$ cat config.mk
export PLATFORM = sky130hd
export DESIGN_NAME = axis_pkt_header_parser_p
export DESIGN_NICKNAME = d
export VERILOG_FILES = /design/src/rtl/axis_pkt_header_parser_p.sv
export SDC_FILE = /design/constraint.sdc
export NUM_CORES = 1
export LEC_CHECK = 0
export ABC_AREA = 1
export BUFFER_PORTS_ARGS = -buffer_cell sky130_fd_sc_hd__buf_2
export CORE_MARGIN = 4
export CORE_UTILIZATION = 55
export CTS_CLUSTER_SIZE = 8
export DETAILED_ROUTE_END_ITERATION = 10
export PLACE_DENSITY = 0.8
export SKIP_LAST_GASP = 1
export SYNTH_ARGS = -nofsm -noshare
export SYNTH_HDL_FRONTEND = slang
export SYNTH_SLANG_ARGS = --single-unit
$ cat constraint.sdc
create_clock -name aclk -period 3.3 [get_ports aclk]
set_clock_uncertainty 0.2 [all_clocks]
set_input_delay 0.495 -clock aclk [delete_from_list [all_inputs] [get_ports aclk]]
set_output_delay 0.495 -clock aclk [all_outputs]
set_load 0.02 [all_outputs]
$ cat src/rtl/axis_pkt_header_parser_p.sv
// ---------------------------------------------------------------------------
// axis_pkt_header_parser_p
//
// Purpose:
//   AXI-Stream header parser/stripper between the DMA MM2S port and the
//   stream-to-BRAM datapath. It captures HDR_WORDS header words and checks
//   word 0 against MAGIC. It registers the control fields (instruction,
//   BRAM range, address start/count) and forwards only the payload
//   downstream. The declared payload length (addr_count) is enforced:
//   m_axis_tlast is forced on the last declared beat, and any surplus input
//   beats are drained.
//
// Optional feature (macro HDR_CHECKSUM_EN):
//   When defined, header word HDR_WORDS-1 must equal the XOR of words
//   0..HDR_WORDS-2 (full DATA_WIDTH). On a mismatch err_checksum pulses, the
//   fields are left untouched and the rest of the packet is drained.
//   When undefined, no check is made and err_checksum stays 0.
//
// Ports:
//   aclk, aresetn        clock, synchronous active-low reset
//   s_axis_*             input stream (header + payload)
//   m_axis_*             payload stream (combinational pass-through)
//   instruction_code     header word1[7:0]
//   bram_start/bram_end  header word2/word3 [BRAM_SEL_W-1:0]
//   addr_start           header word4[15:0]
//   addr_count           header word5[15:0], declared payload beats
//   header_valid         pulse, fields updated
//   pkt_done             pulse, payload completed
//   err_*                pulses: magic, short header, length, checksum
//   beat_count           payload beats forwarded in current packet
//   state_dbg            FSM state (IDLE=0, HDR=1, PAYLOAD=2, DRAIN=3)
//
// Handshake: a beat transfers on a channel in the cycle where tvalid and
//   tready are both high at the rising edge of aclk. Outside PAYLOAD, the
//   input is always ready. In PAYLOAD, s_axis_tready is m_axis_tready and
//   m_axis_tvalid is s_axis_tvalid, so a beat moves through in one step.
// ---------------------------------------------------------------------------
module axis_pkt_header_parser_p #(
    parameter int          DATA_WIDTH = 16,
    parameter int          HDR_WORDS  = 6,
    parameter logic [15:0] MAGIC      = 16'hA5A5,
    parameter int          BRAM_SEL_W = 5
) (
    input  logic                  aclk,
    input  logic                  aresetn,
    input  logic [DATA_WIDTH-1:0] s_axis_tdata,
    input  logic                  s_axis_tvalid,
    output logic                  s_axis_tready,
    input  logic                  s_axis_tlast,
    output logic [DATA_WIDTH-1:0] m_axis_tdata,
    output logic                  m_axis_tvalid,
    input  logic                  m_axis_tready,
    output logic                  m_axis_tlast,
    output logic [7:0]            instruction_code,
    output logic [BRAM_SEL_W-1:0] bram_start,
    output logic [BRAM_SEL_W-1:0] bram_end,
    output logic [15:0]           addr_start,
    output logic [15:0]           addr_count,
    output logic                  header_valid,
    output logic                  pkt_done,
    output logic                  err_magic,
    output logic                  err_short_hdr,
    output logic                  err_len,
    output logic                  err_checksum,
    output logic [15:0]           beat_count,
    output logic [2:0]            state_dbg
);

    localparam int               CNT_W    = $clog2(HDR_WORDS + 1);
    localparam logic [CNT_W-1:0] LAST_IDX = CNT_W'(HDR_WORDS - 1);

    typedef enum logic [2:0] {
        ST_IDLE    = 3'd0,
        ST_HDR     = 3'd1,
        ST_PAYLOAD = 3'd2,
        ST_DRAIN   = 3'd3
    } state_t;

    state_t                r_state;
    state_t                w_state_nxt;
    logic [CNT_W-1:0]      r_hdr_cnt;
    logic [CNT_W-1:0]      w_hdr_cnt_nxt;

    // Shadow copies of the header fields, filled as words arrive. They are
    // only copied to the visible fields when the whole header is accepted.
    logic [7:0]            r_sh_instr;
    logic [BRAM_SEL_W-1:0] r_sh_bstart;
    logic [BRAM_SEL_W-1:0] r_sh_bend;
    logic [15:0]           r_sh_astart;
    logic [15:0]           r_sh_acount;
    logic [7:0]            w_sh_instr_nxt;
    logic [BRAM_SEL_W-1:0] w_sh_bstart_nxt;
    logic [BRAM_SEL_W-1:0] w_sh_bend_nxt;
    logic [15:0]           w_sh_astart_nxt;
    logic [15:0]           w_sh_acount_nxt;

    logic [7:0]            r_instr;
    logic [BRAM_SEL_W-1:0] r_bstart;
    logic [BRAM_SEL_W-1:0] r_bend;
    logic [15:0]           r_astart;
    logic [15:0]           r_acount;
    logic [15:0]           r_beat_count;

    logic                  r_header_valid;
    logic                  r_pkt_done;
    logic                  r_err_magic;
    logic                  r_err_short;
    logic                  r_err_len;
    logic                  r_err_cks;

    logic                  w_header_valid;
    logic                  w_pkt_done;
    logic                  w_err_magic;
    logic                  w_err_short;
    logic                  w_err_len;
    logic                  w_err_cks;
    logic                  w_load_fields;
    logic                  w_beat_inc;

    logic                  w_in_payload;
    logic                  w_s_hs;
    logic                  w_hdr_last;
    logic                  w_count_hit;
    logic                  w_cks_ok;

    // -----------------------------------------------------------------------
    // Stream plumbing. Everything is gated by aresetn so that the outputs
    // are quiet while reset is held, even before the first reset edge.
    // -----------------------------------------------------------------------
    assign w_in_payload  = aresetn && (r_state == ST_PAYLOAD);
    assign s_axis_tready = aresetn && ((r_state == ST_PAYLOAD) ? m_axis_tready : 1'b1);
    assign m_axis_tvalid = w_in_payload && s_axis_tvalid;
    assign m_axis_tdata  = w_in_payload ? s_axis_tdata : '0;
    assign w_count_hit   = (r_beat_count == (r_acount - 16'd1));
    assign m_axis_tlast  = w_in_payload && (s_axis_tlast || w_count_hit);

    // In PAYLOAD the input and output handshakes are the same event.
    assign w_s_hs     = s_axis_tvalid && s_axis_tready;
    assign w_hdr_last = (r_hdr_cnt == LAST_IDX);

`ifdef HDR_CHECKSUM_EN
    logic [DATA_WIDTH-1:0] r_xor;

    // Running XOR of header words 0..HDR_WORDS-2. Word 0 seeds it in IDLE.
    always_ff @(posedge aclk) begin
        if (!aresetn) begin
            r_xor <= '0;
        end else if (w_s_hs && (r_state == ST_IDLE)) begin
            r_xor <= s_axis_tdata;
        end else if (w_s_hs && (r_state == ST_HDR) && !w_hdr_last) begin
            r_xor <= r_xor ^ s_axis_tdata;
        end
    end

    assign w_cks_ok = (s_axis_tdata == r_xor);
`else
    assign w_cks_ok = 1'b1;
`endif

    // -----------------------------------------------------------------------
    // Shadow capture. Words beyond 5 are ignored. The checksum word is
    // handled separately.
    // -----------------------------------------------------------------------
    always_comb begin
        w_sh_instr_nxt  = r_sh_instr;
        w_sh_bstart_nxt = r_sh_bstart;
        w_sh_bend_nxt   = r_sh_bend;
        w_sh_astart_nxt = r_sh_astart;
        w_sh_acount_nxt = r_sh_acount;
        if (w_s_hs && (r_state == ST_HDR)) begin
            if (r_hdr_cnt == CNT_W'(1)) w_sh_instr_nxt  = s_axis_tdata[7:0];
            if (r_hdr_cnt == CNT_W'(2)) w_sh_bstart_nxt = s_axis_tdata[BRAM_SEL_W-1:0];
            if (r_hdr_cnt == CNT_W'(3)) w_sh_bend_nxt   = s_axis_tdata[BRAM_SEL_W-1:0];
            if (r_hdr_cnt == CNT_W'(4)) w_sh_astart_nxt = s_axis_tdata[15:0];
            if (r_hdr_cnt == CNT_W'(5)) w_sh_acount_nxt = s_axis_tdata[15:0];
        end
    end

    // -----------------------------------------------------------------------
    // FSM next-state and pulse decode
    // -----------------------------------------------------------------------
    always_comb begin
        w_state_nxt    = r_state;
        w_hdr_cnt_nxt  = r_hdr_cnt;
        w_header_valid = 1'b0;
        w_pkt_done     = 1'b0;
        w_err_magic    = 1'b0;
        w_err_short    = 1'b0;
        w_err_len      = 1'b0;
        w_err_cks      = 1'b0;
        w_load_fields  = 1'b0;
        w_beat_inc     = 1'b0;

        case (r_state)
            ST_IDLE: begin
                if (w_s_hs) begin
                    if (s_axis_tdata[15:0] != MAGIC) begin
                        w_err_magic = 1'b1;
                        w_state_nxt = s_axis_tlast ? ST_IDLE : ST_DRAIN;
                    end else if (s_axis_tlast) begin
                        // Good magic but the packet ended at word 0.
                        w_err_short = 1'b1;
                        w_state_nxt = ST_IDLE;
                    end else begin
                        w_hdr_cnt_nxt = CNT_W'(1);
                        w_state_nxt   = ST_HDR;
                    end
                end
            end

            ST_HDR: begin
                if (w_s_hs) begin
                    if (!w_hdr_last) begin
                        if (s_axis_tlast) begin
                            w_err_short = 1'b1;
                            w_state_nxt = ST_IDLE;
                        end else begin
                            w_hdr_cnt_nxt = r_hdr_cnt + CNT_W'(1);
                        end
                    end else if (!w_cks_ok) begin
                        w_err_cks   = 1'b1;
                        w_state_nxt = s_axis_tlast ? ST_IDLE : ST_DRAIN;
                    end else begin
                        w_load_fields  = 1'b1;
                        w_header_valid = 1'b1;
                        if (w_sh_acount_nxt == 16'd0) begin
                            if (s_axis_tlast) begin
                                w_pkt_done  = 1'b1;
                                w_state_nxt = ST_IDLE;
                            end else begin
                                w_err_len   = 1'b1;
                                w_state_nxt = ST_DRAIN;
                            end
                        end else if (s_axis_tlast) begin
                            // Payload declared but the packet has none.
                            w_err_len   = 1'b1;
                            w_pkt_done  = 1'b1;
                            w_state_nxt = ST_IDLE;
                        end else begin
                            w_state_nxt = ST_PAYLOAD;
                        end
                    end
                end
            end

            ST_PAYLOAD: begin
                if (w_s_hs) begin
                    w_beat_inc = 1'b1;
                    if (w_count_hit) begin
                        w_pkt_done = 1'b1;
                        if (s_axis_tlast) begin
                            w_state_nxt = ST_IDLE;
                        end else begin
                            w_err_len   = 1'b1;
                            w_state_nxt = ST_DRAIN;
                        end
                    end else if (s_axis_tlast) begin
                        w_pkt_done  = 1'b1;
                        w_err_len   = 1'b1;
                        w_state_nxt = ST_IDLE;
                    end
                end
            end

            ST_DRAIN: begin
                if (w_s_hs && s_axis_tlast) begin
                    w_state_nxt = ST_IDLE;
                end
            end

            default: begin
                w_state_nxt = ST_IDLE;
            end
        endcase
    end

    // -----------------------------------------------------------------------
    // State, fields, counters and registered pulses
    // -----------------------------------------------------------------------
    always_ff @(posedge aclk) begin
        if (!aresetn) begin
            r_state        <= ST_IDLE;
            r_hdr_cnt      <= '0;
            r_sh_instr     <= '0;
            r_sh_bstart    <= '0;
            r_sh_bend      <= '0;
            r_sh_astart    <= '0;
            r_sh_acount    <= '0;
            r_instr        <= '0;
            r_bstart       <= '0;
            r_bend         <= '0;
            r_astart       <= '0;
            r_acount       <= '0;
            r_beat_count   <= '0;
            r_header_valid <= 1'b0;
            r_pkt_done     <= 1'b0;
            r_err_magic    <= 1'b0;
            r_err_short    <= 1'b0;
            r_err_len      <= 1'b0;
            r_err_cks      <= 1'b0;
        end else begin
            r_state        <= w_state_nxt;
            r_hdr_cnt      <= w_hdr_cnt_nxt;
            r_sh_instr     <= w_sh_instr_nxt;
            r_sh_bstart    <= w_sh_bstart_nxt;
            r_sh_bend      <= w_sh_bend_nxt;
            r_sh_astart    <= w_sh_astart_nxt;
            r_sh_acount    <= w_sh_acount_nxt;
            r_header_valid <= w_header_valid;
            r_pkt_done     <= w_pkt_done;
            r_err_magic    <= w_err_magic;
            r_err_short    <= w_err_short;
            r_err_len      <= w_err_len;
            r_err_cks      <= w_err_cks;
            if (w_load_fields) begin
                r_instr  <= w_sh_instr_nxt;
                r_bstart <= w_sh_bstart_nxt;
                r_bend   <= w_sh_bend_nxt;
                r_astart <= w_sh_astart_nxt;
                r_acount <= w_sh_acount_nxt;
            end
            // The count restarts with the header so that it reads 0 in the
            // same cycle that header_valid is high.
            if (w_load_fields) begin
                r_beat_count <= '0;
            end else if (w_beat_inc) begin
                r_beat_count <= r_beat_count + 16'd1;
            end
        end
    end

    assign instruction_code = r_instr;
    assign bram_start       = r_bstart;
    assign bram_end         = r_bend;
    assign addr_start       = r_astart;
    assign addr_count       = r_acount;
    assign beat_count       = r_beat_count;
    assign header_valid     = r_header_valid;
    assign pkt_done         = r_pkt_done;
    assign err_magic        = r_err_magic;
    assign err_short_hdr    = r_err_short;
    assign err_len          = r_err_len;
    assign err_checksum     = r_err_cks;
    assign state_dbg        = r_state;

endmodule

Word level (Yosys, flattened, before mapping)
Index checks and enable logic that the tools add are counted.

storage, ports and cells
  input bits = 21
  logic and storage cells = 111
  memories = 0
  memory bits (writable) = 0
  bits in latches = 0
  register bits after elaboration = 127
  ROM bits = 0

operators by class
  $lt $le $gt $ge = 0
  multiplexer cells = 56
  reduce and logical (&&, ||, !) cells = 15
  shifts and indexed selects = 0
  add/sub/neg operators = 3
  bitwise logic cells = 1
  $mul = 0
  div/mod/pow operators = 0
  equality and inequality tests = 18

operators with widths
  kind                   number
  $mux 16                5
  $mux 3                 14
  $mux 1                 23
  $mux 5                 4
  $add 16x1->16 const B  1
  $eq 16x16->1           1
  $logic_not 16->1       1
  $mux 8                 2
  $ne 16x16->1 const B   1
  $ne 2x2->1 const B     8
  $sub 16x1->16 const B  1
  $eq 3x2->1 const B     4
  $pmux 3 s4             1
  $logic_and 1x1->1      7
  $reduce_and 7->1       1
  $eq 3x1->1 const B     2
  $eq 3x3->1 const B     2
  $mux 2                 3
  $pmux 1 s2             3
  $pmux 3 s2             1
  $reduce_and 4->1       1
  $add 3x1->3 const B    1
  $logic_not 3->1        1
  $reduce_and 3->1       1
  other kinds (4)        4

Logic depth before layout (Yosys ltp)
  word-level depth = 11
  gate-level depth with buffers = 19

Worst setup path after synthesis
OpenSTA, ideal clock, no wires.

  kind = flip-flop to output port
  start = register r_acount[0] (netlist: addr_count[0])
  end = output port m_axis_tlast
  arrival time = 2.162 ns
  stages on the path, launching flop included = 12
  slack = 0.443 ns
  path buffers = 0
  cell sequence = dfxtp_1 -> inv_1 -> ha_1 -> or2_2 -> nand3_1 -> nand2_1 -> a211oi_1 -> nand4_1 -> nor2_1 -> nand3_1 -> ha_1 -> nor2_1

on the way
  word-level cells in the longest chain between the ends = 4

ends and longest elaborated chain
  item                    RTL line  text
  from (decl)             101       logic [15:0] r_acount;
  from (signal assigned)  320       r_acount <= w_sh_acount_nxt;
  $sub 16x1->16           134       assign w_count_hit = (r_beat_count == (r_acount - 16'd1));
  $eq 16x16->1            134
  $logic_or 1x1->1        135       assign m_axis_tlast = w_in_payload && (s_axis_tlast || w_count_hit);
  $logic_and 1x1->1       135
  to (decl)               53        output logic m_axis_tlast,

Every way passes these cells.

Final worst setup path
Same ends and word-level chain as after synthesis.

==> reports/metrics.cfg <==
[run_status]
status=complete, no violations

[floorplan]
ios=115
die_w_um=110
initial_utilization_pct=56.1
rows=37
die_area_mm2=0.0121
core-area_mm2=0.0102
die_y_um=110

[global_routing]
grt_overflow=0
grt_pass1_vias=5189
antenna_found_initial=0
track_usage_pct=26.4
grt_pass1_wl_mm=24.9
grt_max_degree=56

[clocking]
cts_root_buf=clkbuf_8
cts_tree=built
clk_pin_slew_ns=0.06
insertion_delay_ns=0.52
numCtsBuffers=17
cts.sink_count=127
clockBufferDepth=2
cts_htree_levels=4

[power]
p_leak_uw=0.00344
irDropWorstVdd_uv=369
p_per_area_mw_per_mm2=475

[sta]
period_needed_ns=3.24
setup_tns_ns=0
postLayoutSetupSlackWorst_ns=0.0622
finalSetupViolCount=0
hold_violations=0
drv_slew=0
rsz0062_at_grt=true
max_freq_mhz=309
post-route-period-util_pct=98.1
worstMarginPinSlew_ns=0.636
slew_headroom_pct=57.6

[job]
cap_viol_max_count=0

[placed_design]
gp_congestion=0.970
dpl.hpwl_mm=11.1
pre_cts_ws_ns=0.201
dp.cells=1068
placed_area_mm2=0.00643
portBuffers=113

[final_layout]
stdcell_area_mm2=0.00708
fin_nets=985
final_util_pct=69.2
final_cell_count_no_fill=1103
area_growth_pct=23.4
drive_above_1_share_pct=20.4
n_antenna_cell=0

[synthesis]
synth_top_area_cell=dfxtp_1
ys_seq_area_share_pct=44.3
synth-edff-count=0
syn_area_mm2=0.00574
ys_async_sr_fraction_pct=0
synthDistinctLibCells=37
synth_common_cells=nand2_1, dfxtp_1, nor2_1, inv_1, o21ai_1
synth-seq-cells=127
synthTopCellsByArea=dfxtp_1, nand2_1, nor2_1, inv_1, o21ai_1
synthFlopType=dfxtp_1
synthCells=834
postSynthAreaPerCell_um2=6.88
yosys_warnings=0
yosys.area.top_type_share_pct=44.3
yosysMostFrequentCell=nand2_1

[route]
drc=0
drt.antenna.violating_nets=0
first_iter_violations=442
vias=5703
routed_wl_mm=15.8
dr.pass1.iters=7
wl_per_cell_um=14.3
viasPerCell=5.17

[setup_path]
cp.arrival_ns=2.54
critPathCaptureType=output port
critPathKind=flop to output port
path_max_fanout=5
crit_required_ns=2.60
start_kind=flop

[hold_path]
min_path_type=primary input to flop

## layer usage
metal | track usage [%] | up-vias | routed length (um)
li1 | - | 2837 | -
met1 | 36.5 | 2584 | 6970
met2 | 40.1 | 246 | 7100
met3 | 5.71 | 36 | 1360
met4 | 10.8 | 0 | 379
met5 | 0 | - | 0
## through the flow
step / hold slack [ns] / power (uW)
finish: 0.0612 / 3370
global route: 0.0829 / 3470
CTS: 0.0534 / 3380
detailed placement: 0.240 / 1680
global placement: 0.239 / 1680
floorplan: 0.242 / 1630
## critical path, cell delays in order, from the launching register on
cell	delay (ns)
dfxtp_2	0.33
inv_2	0.07
ha_4	0.26
xor2_1	0.14
o21ai_1	0.10
nor2_1	0.10
nand2_1	0.07
a211oi_2	0.16
nand4_1	0.11
nor2_1	0.10
nand3_1	0.11
ha_2	0.21
nor2_2	0.12
buf_6	0.13
## logic make-up (layout without fill, tap and decap cells)
family	after synthesis	in the layout	synth area share, %
AND/OR/NAND/NOR	420	420	30.8
buffers and inverters	145	277	9.94
flip-flops	127	127	44.3
AO/OA/AOI/OAI	116	116	10.5
XOR/XNOR	16	16	2.44
adder cells (fa/ha/maj)	9	9	1.96
other	1	2	0.0653
## registers in the layout, summed over array words and instances, names as in the netlist, 3 cells and up
name	flops
addr_count	16
addr_start	16
beat_count	16
bram_end	5
bram_start	5
instruction_code	8
r_hdr_cnt	3
r_sh_acount	16
r_sh_astart	16
r_sh_bend	5
r_sh_bstart	5
r_sh_instr	8
state_dbg	3
## report_power, final
| group | switching, uW | leakage, uW | internal [uW] |
|---|---|---|---|
| registers | 2.33 | 0.00102 | 1540 |
| clock network | 699 | 0.000257 | 1020 |
| logic | 85.6 | 0.00216 | 27.4 |
| total | 787 | 0.00344 | 2580 |
## path summary, 6_finish.rpt
kind,from,endpoint,slack (ns),cells after the start
worst max-delay path,addr_count[0],m_axis_tlast,0.06,13
worst min-delay path,s_axis_tdata[4],addr_count[4],0.06,3
worst max register to register,r_hdr_cnt[1],err_len,0.30,17
worst min register to register,bram_end[3],bram_end[3],0.25,2
## placed cells by master, fill, tap and decap left out, types with 7 or more instances in the layout
| cell | instances |
|---|---|
| nor2_1 | 117 |
| inv_1 | 113 |
| a21oi_1 | 22 |
| buf_2 | 112 |
| o21ai_1 | 56 |
| clkbuf_16 | 16 |
| nor2_2 | 9 |
| ha_1 | 7 |
| inv_2 | 7 |
| dfxtp_1 | 124 |
| buf_4 | 12 |
| nand4_1 | 13 |
| o21ai_0 | 27 |
| nand3_1 | 24 |
| nand2_1 | 223 |
| xor2_1 | 11 |
| nor3_1 | 8 |
## cell type report
class,instances,area [um2]
clock buffer,19,432
clock inverter,12,110
fill,877,3150
inverter,121,454
multi-input combinational,563,2710
sequential,127,2550
tap,136,170
timing repair buffer,125,662
## timing repair
| action | CTS | global route |
|---|---|---|
| hold buffers | 0 | 0 |
| gates resized for setup | 13 | 14 |
| endpoints found under the setup margin | 1 | 2 |
| setup buffers | 2 | 2 |
| pin swaps | 3 | 5 |
Note: power is estimated with default switching activity, not from simulation.
